==> config.mk <==
export PLATFORM = sky130hd
export DESIGN_NAME = regfile_read_port_flat
export DESIGN_NICKNAME = d
export VERILOG_FILES = /design/src/rtl/regfile_pkg.sv /design/src/rtl/regfile_read_port_if.sv /design/src/rtl/regfile_rd_decode.sv /design/src/rtl/regfile_read_port.sv /design/src/flat_wrapper.sv
export SDC_FILE = /design/constraint.sdc
export NUM_CORES = 1
export LEC_CHECK = 0
export BUFFER_PORTS_ARGS = -buffer_cell sky130_fd_sc_hd__buf_2
export CELL_PAD_IN_SITES_DETAIL_PLACEMENT = 0
export CELL_PAD_IN_SITES_GLOBAL_PLACEMENT = 1
export CORE_ASPECT_RATIO = 1.2
export CORE_MARGIN = 2
export CORE_UTILIZATION = 36
export CTS_CLUSTER_DIAMETER = 30
export DETAILED_ROUTE_END_ITERATION = 10
export HOLD_SLACK_MARGIN = 0.03
export PLACE_DENSITY_LB_ADDON = 0.1
export SYNTH_ARGS = -nofsm -noshare
export SYNTH_HDL_FRONTEND = slang
export SYNTH_HIERARCHICAL = 1
export SYNTH_SLANG_ARGS = --single-unit
==> constraint.sdc <==
create_clock -name clk -period 4.19 [get_ports clk]
set_clock_uncertainty 0.05 [all_clocks]
set_input_delay 0.838 -clock clk [delete_from_list [all_inputs] [get_ports clk]]
set_output_delay 0.838 -clock clk [all_outputs]
set_load 0.02 [all_outputs]
==> src/rtl/regfile_pkg.sv <==
// Shared definitions for the register-file read port: default geometry and
// the read-port FSM state encoding.
package regfile_pkg;

    localparam int NREGS = 16;
    localparam int DW    = 16;
    localparam int AW    = 4;

    // 2'b11 is unused; the FSM folds it back to RP_IDLE.
    typedef enum logic [1:0] {
        RP_IDLE = 2'b00,
        RP_READ = 2'b01,
        RP_RESP = 2'b10
    } rp_state_e;

endpackage

==> src/rtl/regfile_read_port_if.sv <==
// Request/response handshake between an issuing stage (master) and the
// register-file read port (slave).
interface regfile_read_port_if #(
    parameter int AW = regfile_pkg::AW,
    parameter int DW = regfile_pkg::DW
);
    logic          req_valid;
    logic          req_ready;
    logic [AW-1:0] src_reg1;
    logic [AW-1:0] src_reg2;
    logic          rsp_valid;
    logic          rsp_ready;
    logic [DW-1:0] src_data1;
    logic [DW-1:0] src_data2;

    modport master (
        output req_valid, src_reg1, src_reg2, rsp_ready,
        input  req_ready, rsp_valid, src_data1, src_data2
    );

    modport slave (
        input  req_valid, src_reg1, src_reg2, rsp_ready,
        output req_ready, rsp_valid, src_data1, src_data2
    );
endinterface

==> src/rtl/regfile_rd_decode.sv <==
// Address-to-one-hot row select. With en low the vector is all-zero, so no
// row drives its bitline. Shared by both read ports and the write decoder.
module regfile_rd_decode #(
    parameter int NREGS = regfile_pkg::NREGS,
    parameter int AW    = regfile_pkg::AW
) (
    input  logic [AW-1:0]    addr,
    input  logic             en,
    output logic [NREGS-1:0] onehot
);

    // Compare every row index against the address; at most one bit matches.
    always_comb begin
        // NOTE: default every output first so no path leaves it unassigned
        // and a latch is never inferred.
        onehot = '0;
        for (int i = 0; i < NREGS; i++) begin
            onehot[i] = en && (addr == AW'(i));
        end
    end

endmodule

==> src/rtl/regfile_read_port.sv <==
// Reader side of the register-file bitline interface. Latches an operand
// address pair, strobes the selected rows for one cycle, captures both
// bitlines (with same-cycle write forwarding) and returns the operands.
module regfile_read_port #(
    parameter int NREGS = regfile_pkg::NREGS,
    parameter int DW    = regfile_pkg::DW,
    parameter int AW    = regfile_pkg::AW
) (
    input  logic              clk,
    input  logic              rst,
    regfile_read_port_if.slave bus,
    output logic [NREGS-1:0]  rden1,
    output logic [NREGS-1:0]  rden2,
    input  logic [DW-1:0]     bitline1,
    input  logic [DW-1:0]     bitline2,
    input  logic              wr_en,
    input  logic [AW-1:0]     wr_reg,
    input  logic [DW-1:0]     wr_data
);
    import regfile_pkg::*;

    rp_state_e     state;
    logic [AW-1:0] addr1;
    logic [AW-1:0] addr2;
    logic [DW-1:0] data1;
    logic [DW-1:0] data2;
    logic          accept;
    logic          in_read;

    // A new pair can enter while idle, or while the current response is
    // being consumed in the same cycle. Held low throughout reset.
    assign bus.req_ready = rst & ((state == RP_IDLE) |
                                  ((state == RP_RESP) & bus.rsp_ready));
    assign accept        = bus.req_valid & bus.req_ready;
    assign in_read       = (state == RP_READ);

    assign bus.rsp_valid = (state == RP_RESP);
    assign bus.src_data1 = data1;
    assign bus.src_data2 = data2;

    // Strobes are derived from the state register, so reset clears them
    // immediately without waiting for a clock edge.
    regfile_rd_decode #(.NREGS(NREGS), .AW(AW)) u_dec1 (
        .addr   (addr1),
        .en     (in_read),
        .onehot (rden1)
    );

    regfile_rd_decode #(.NREGS(NREGS), .AW(AW)) u_dec2 (
        .addr   (addr2),
        .en     (in_read),
        .onehot (rden2)
    );

    // Sequencer: IDLE -> READ (one cycle) -> RESP, with back-to-back reuse of RESP.
    always_ff @(posedge clk or negedge rst) begin
        if (!rst) begin
            state <= RP_IDLE;
            addr1 <= '0;
            addr2 <= '0;
        end else begin
            // NOTE: state registers use non-blocking assignment so every
            // flop samples pre-edge values, independent of statement order.
            if (accept) begin
                addr1 <= bus.src_reg1;
                addr2 <= bus.src_reg2;
            end
            case (state)
                RP_IDLE: if (accept) state <= RP_READ;
                RP_READ: state <= RP_RESP;
                RP_RESP: if (bus.rsp_ready) state <= accept ? RP_READ : RP_IDLE;
                default: state <= RP_IDLE;
            endcase
        end
    end

    // Operand capture at the end of READ. A row being written this cycle
    // still shows its old value on the bitline, so forward wr_data instead.
    always_ff @(posedge clk or negedge rst) begin
        if (!rst) begin
            data1 <= '0;
            data2 <= '0;
        end else if (in_read) begin
            data1 <= (wr_en && (wr_reg == addr1)) ? wr_data : bitline1;
            data2 <= (wr_en && (wr_reg == addr2)) ? wr_data : bitline2;
        end
    end

endmodule

==> src/flat_wrapper.sv <==
// flat-port wrapper written by rule: the top's interface ports become plain ports
module regfile_read_port_flat import regfile_pkg::*;
#(
    parameter int NREGS = regfile_pkg::NREGS,
    parameter int DW    = regfile_pkg::DW,
    parameter int AW    = regfile_pkg::AW
)
  (clk, rst, rden1, rden2, bitline1, bitline2, wr_en, wr_reg, wr_data, bus_req_valid, bus_src_reg1, bus_src_reg2, bus_rsp_ready, bus_req_ready, bus_rsp_valid, bus_src_data1, bus_src_data2);
  regfile_read_port_if #(.AW(AW), .DW(DW)) bus_i ();
  input  logic clk;
  input  logic rst;
  output logic [NREGS-1:0] rden1;
  output logic [NREGS-1:0] rden2;
  input  logic [DW-1:0] bitline1;
  input  logic [DW-1:0] bitline2;
  input  logic wr_en;
  input  logic [AW-1:0] wr_reg;
  input  logic [DW-1:0] wr_data;
  input wire logic [$bits(bus_i.req_valid)-1:0] bus_req_valid;
  input wire logic [$bits(bus_i.src_reg1)-1:0] bus_src_reg1;
  input wire logic [$bits(bus_i.src_reg2)-1:0] bus_src_reg2;
  input wire logic [$bits(bus_i.rsp_ready)-1:0] bus_rsp_ready;
  output wire logic [$bits(bus_i.req_ready)-1:0] bus_req_ready;
  output wire logic [$bits(bus_i.rsp_valid)-1:0] bus_rsp_valid;
  output wire logic [$bits(bus_i.src_data1)-1:0] bus_src_data1;
  output wire logic [$bits(bus_i.src_data2)-1:0] bus_src_data2;
  assign bus_i.req_valid = bus_req_valid;
  assign bus_i.src_reg1 = bus_src_reg1;
  assign bus_i.src_reg2 = bus_src_reg2;
  assign bus_i.rsp_ready = bus_rsp_ready;
  assign bus_req_ready = bus_i.req_ready;
  assign bus_rsp_valid = bus_i.rsp_valid;
  assign bus_src_data1 = bus_i.src_data1;
  assign bus_src_data2 = bus_i.src_data2;
  regfile_read_port #(.NREGS(NREGS), .DW(DW), .AW(AW)) u_core (.clk(clk), .rst(rst), .bus(bus_i), .rden1(rden1), .rden2(rden2), .bitline1(bitline1), .bitline2(bitline2), .wr_en(wr_en), .wr_reg(wr_reg), .wr_data(wr_data));
endmodule
# Word level (Yosys, flattened, before mapping)
# Cells that the tools add are included.
[classes]
eq_ne = 36
mux = 6
bitwise = 4
reduce_logical = 38
[ops]
columns = ["cell", "count"]
rows = [
  ["equality test 4 bit, second input constant", 16],
  ["logical AND 1 bit", 34],
  ["equality test 4 x 3 -> 1 bit, second input constant", 8],
  ["two-way mux 16 bit", 2],
  ["equality test 4 x 2 -> 1 bit, second input constant", 4],
  ["equality test 4 x 1 -> 1 bit, second input constant", 2],
  ["equality test 4 bit", 2],
  ["zero test 4 bit", 2],
  ["one-hot mux 2 bit (3 select lines)", 1],
  ["two-way mux 2 bit", 2],
  ["bitwise AND 1 bit", 3],
  ["equality test 2 x 1 -> 1 bit, second input constant", 1],
  ["equality test 2 bit, second input constant", 1],
  ["zero test 2 bit", 1],
  ["!= test 2 x 1 -> 1 bit, second input constant", 1],
  ["!= test 2 bit, second input constant", 1],
  ["AND reduction 2 bit", 1],
  ["two-way mux 1 bit", 1],
  ["OR 1 bit", 1],
]
[totals]
input_bits = 65
output_inout_bits = 66
reg_bits = 42
elab_cells = 89

# Longest topological paths before layout
[logic_depth]
depth_word = 8
ltp_mapped = 6
ltp_nobuf = 4

# Cells and area by module
# The synthesis kept the hierarchy.
[modules_own_cells]
columns = ["module", "area_per_inst_um2", "cells_each", "instances"]
rows = [
  ["regfile_read_port", 2474.9, 268, 1],
  ["regfile_rd_decode", 117.6, 23, 2],
]

# Worst setup path before layout
# No wires, ideal clock.
[synth_timing]
path_type = "flip-flop to output port"
from = "register u_core.state[1]"
to = "output port rden1[1]"
stages_incl_launch_ff = 7
t_arrival_ns = 1.845
slack_ns = 1.457
path_buffers = 2
required_time_ns = 3.302
path_cell_list = "dfrtp_1 > nand2b_1 > buf_2 > inv_2 > clkbuf_1 > or3b_4 > nor2_1"
[synth_via]
elab_chain_len = 2
[synth_rtl]
columns = ["item", "line_no", "source"]
rows = [
  ["start, declared", "regfile_read_port.sv:22", "rp_state_e state;"],
  ["start signal, assigned", "regfile_read_port.sv:71", "RP_RESP: if (bus.rsp_ready) state <= accept ? RP_READ : RP_IDLE;"],
  ["equality test 2 x 1 -> 1 bit", "regfile_read_port.sv:35", "assign in_read = (state == RP_READ);"],
  ["named net u_core.in_read", "regfile_read_port.sv:28", "logic in_read;"],
  ["logical AND 1 bit", "regfile_rd_decode.sv:18", "onehot[i] = en && (addr == AW'(i));"],
  ["end, declared", "flat_wrapper.sv:12", "output logic [NREGS-1:0] rden1;"],
]
# The timed path passes the listed nets, and every way through them passes these cells.

# Worst setup path in the final report
[layout_timing]
from = "register u_core.state[1]"
to = "output port rden2[0]"
[layout_via]
elab_chain_len = 2
[layout_rtl]
columns = ["item", "line_no", "source"]
rows = [
  ["equality test 2 x 1 -> 1 bit", "regfile_read_port.sv:35", ""],
  ["logical AND 1 bit", "regfile_rd_decode.sv:18", ""],
  ["end, declared", "flat_wrapper.sv:13", "output logic [NREGS-1:0] rden2;"],
]
# Every way passes these cells.

==> summary.md <==
| Metric | Value |
|---|---|
| Status | `complete, no violations` |
| Post-layout util | `0.4714` |
| Switching part of the total power | `0.4260` |
| First-pass GRT wire length | `12460 µm` |
| Cells along the critical path | `nand2b_2 > inv_2 > or3b_4 > nor3_2 > buf_2` |
| Starting Density | `0.3725` |
| Nets | `499` |
| Via count | `2552` |
| Via density | `4.880` |
| Largest area contributor in the netlist | `dfrtp_1` |
| Netlist Area Pre-Place | `0.002710 mm²` |
| # Post-CTS Setup Buffers | `0` |
| Relative slew slack | `0.4116` |
| Synth unique cells | `30` |
| CTS Hold Buffers Added | `0` |
| Endpoint class of the critical path | `primary output` |
| Clock Power Share | `0.178` |
| Comb power frac | `0.421` |
| Largest net degree at the start of global routing | `43` |
| Setup_tns | `0 ns` |
| Fin crit share | `0.7305` |
| Clk slew on worst S/H paths | `0.08 ns` |
| Top delay family on crit path | `simple AND/OR/NAND/NOR gates` |
| CTS tree | `built` |
| # IOs | `131` |
| Routed WL | `7638 µm` |
| Area Overhead vs Synth | `26.55%` |
| Top cells by area, synth | `dfrtp_1 39%, a21oi_2 13%, nor2_1 12%, o21ai_2 6.5%, a21oi_1 4.4%` |
| Ys Warns | `6` |
| CTS buffer count | `5` |
| Flop pwr share | `0.401` |
| RSZ-0062 raised after global routing | `no` |
| F_max | `326.7 MHz` |
| Most common cell after layout, fill and taps aside | `buf_2` |
| Row count | `34` |
| Total power | `1.486 mW` |
| WP buf/inv | `2` |
| Synthesized flop and latch total | `42` |
| P_sw | `0.6328 mW` |
| Root buf cell | `clkbuf_8` |
| GRT Util Overall | `0.1876` |
| Ys async rst share | `1.000` |
| DIE WIDTH | `83.21 µm` |
| Core ar. | `0.007274 mm²` |
| Worst IR Drop VDD | `0.1876 mV` |
| Seq/Total Area, Yosys | `0.3878` |
| 1st-pass router iterations | `4` |
| DR WL/cell | `14.60 µm` |
| Leak pwr | `1.592 nW` |
| Most frequent cells in the layout | `130 x buf_2, 88 x nor2_1, 42 x dfrtp_1` |
| Vias in the first global route | `2561` |
| GP Congestion | `0.7407` |
| Synth Flop Type | `dfrtp_1` |
| Iter 0 DRT Violations | `104` |
| TritonCTS Sinks | `42` |
| DRT antenna net count | `0` |
| Total Die Area | `0.008241 mm²` |
| Avg Inst Size Synth | `8.631 µm²` |
| CTS H-Tree Depth | `2` |
| Slew Viols, Final | `0` |
| Post-synth top area share | `0.3878` |
| Worst EP required | `3.30 ns` |
| Total congestion overflow | `0` |
| Internal power | `0.8528 mW` |
| Bufs on Longest Clock Path | `2` |
| Worst setup path category | `reg -> out` |
| Worst-Margin Slew | `0.8802 ns` |
| Post-DP Area | `0.003347 mm²` |
| Detailed Place HPWL | `5752 µm` |
| CP max FO | `40` |
| PostCTS Resize Cnt | `0` |
| Worst setup SP type | `flop` |
| Slowest CP cell | `inv_2` |
| Hold Vio Cnt, Final | `0` |
| Syn Nets | `379` |
| EDFF count, synth | `0` |
| Share of cells above drive strength 1 | `0.4850` |
| Filler cells | `765` |
| Arrival @ worst endpoint | `2.17 ns` |
| # setup viols final | `0` |
| Initial antenna violation count | `0` |
| HP Class | `reg -> reg` |
| Max incr delay on CP | `0.51 ns` |
| Die height | `99.05 µm` |
| Power density cells | `433.2 mW/mm²` |
| IO Port Bufs | `130` |
| Antenna diodes | `0` |
| Fin crit period | `3.061 ns` |
| Skew-Pair Late Insertion Delay | `0.29 ns` |
| Max_cap viols | `0` |
| Residual DRC | `0` |
| Cells after synthesis | `314` |
| Final Cell Area | `0.003430 mm²` |
## area by class of cell
class                   count  area (µm²)  share of cell area
well taps                  90       112.6             0.03283
multi-input cells         250        1506              0.4393
repair buffers            132       665.6              0.1941
flip-flops and latches     42        1051              0.3065
inverters                   3       11.26            0.003283
clock buffers               6       82.58             0.02408
## routing by layer
layer	vias up	share of wire	GRT usage
met5	-	0	0
met4	0	0.013	0.05170
met3	8	0.080	0.05444
met2	90	0.49	0.3313
met1	1156	0.41	0.2223
li1	1298	-	-
## worst reg2reg max path: stages, from the launching register on
cell     delay, ns
dfrtp_1       0.50
xnor2_1       0.22
nand3_1       0.63
o21ai_1       0.38
a21oi_1       0.09
## cells in the mapped netlist (2+ instances only)
library cell / n
xnor2_1: 6
buf_12: 2
nor2_1: 88
or2b_4: 2
dfrtp_1: 42
nand3_1: 4
buf_4: 2
a21oi_2: 40
xor2_2: 2
nand2_1: 18
o21ai_2: 20
buf_2: 8
o21ai_1: 12
nor3_1: 6
nand3b_1: 4
clkbuf_1: 3
nor3_2: 2
or3b_4: 2
buf_6: 3
and3_1: 2
mux2_1: 8
inv_1: 2
a21oi_1: 24
nand2b_1: 6
## power groups by stage
stage,clock network [mW],registers [mW],logic (mW)
final,0.264,0.596,0.626
after global routing,0.291,0.614,0.691
after CTS,0.277,0.598,0.635
after detailed placement,0,0.606,0.635
after global placement,0,0.603,0.627
after floorplan,0,0.702,0.360
## flip-flops by register name, indices dropped and copies added, names as in the netlist
name and count:
u_core/bus.src_data1 16, u_core/state 2, u_core/addr1 4, u_core/addr2 4, u_core/bus.src_data2 16
## worst paths after layout
check | end | cells after the start | from | slack [ns]
hold reg to reg | u_core/bus.src_data2[14]$_DFFE_PN0P_ | 2 | u_core/bus.src_data2[14]$_DFFE_PN0P_ | 0.46
setup reg to reg | u_core/bus.src_data1[10]$_DFFE_PN0P_ | 4 | u_core/addr1[1]$_DFFE_PN0P_ | 2.20
min in group asynchronous | u_core/bus.src_data1[14]$_DFFE_PN0P_ | 2 | rst | 0.62
setup / recovery | rden2[0] | 5 | u_core/state[1]$_DFFE_PN0P_ | 1.13
max in group asynchronous | u_core/addr2[0]$_DFFE_PN0P_ | 2 | rst | 3.08
hold / removal | u_core/bus.src_data2[14]$_DFFE_PN0P_ | 2 | u_core/bus.src_data2[14]$_DFFE_PN0P_ | 0.46
## cell families after synthesis
kind of cell           Yosys count  synth area share
AO/OA/AOI/OAI                   97            0.2622
flip-flops                      42            0.3878
AND/OR/NAND/NOR                137            0.2281
multiplexers                     8           0.03324
XOR/XNOR                         8           0.03139
buffers and inverters           22           0.05725
## metrics by stage
stage	hold slack [ns]	worst slack, ns	std cells
floorplan	0.4924	1.457	314
global route	0.4904	0.9974	523
global placement	0.4423	1.464	517
CTS	0.4704	1.111	523
detailed placement	0.4505	1.448	517
finish	0.4648	1.129	523
(Power assumes the default switching activity.)
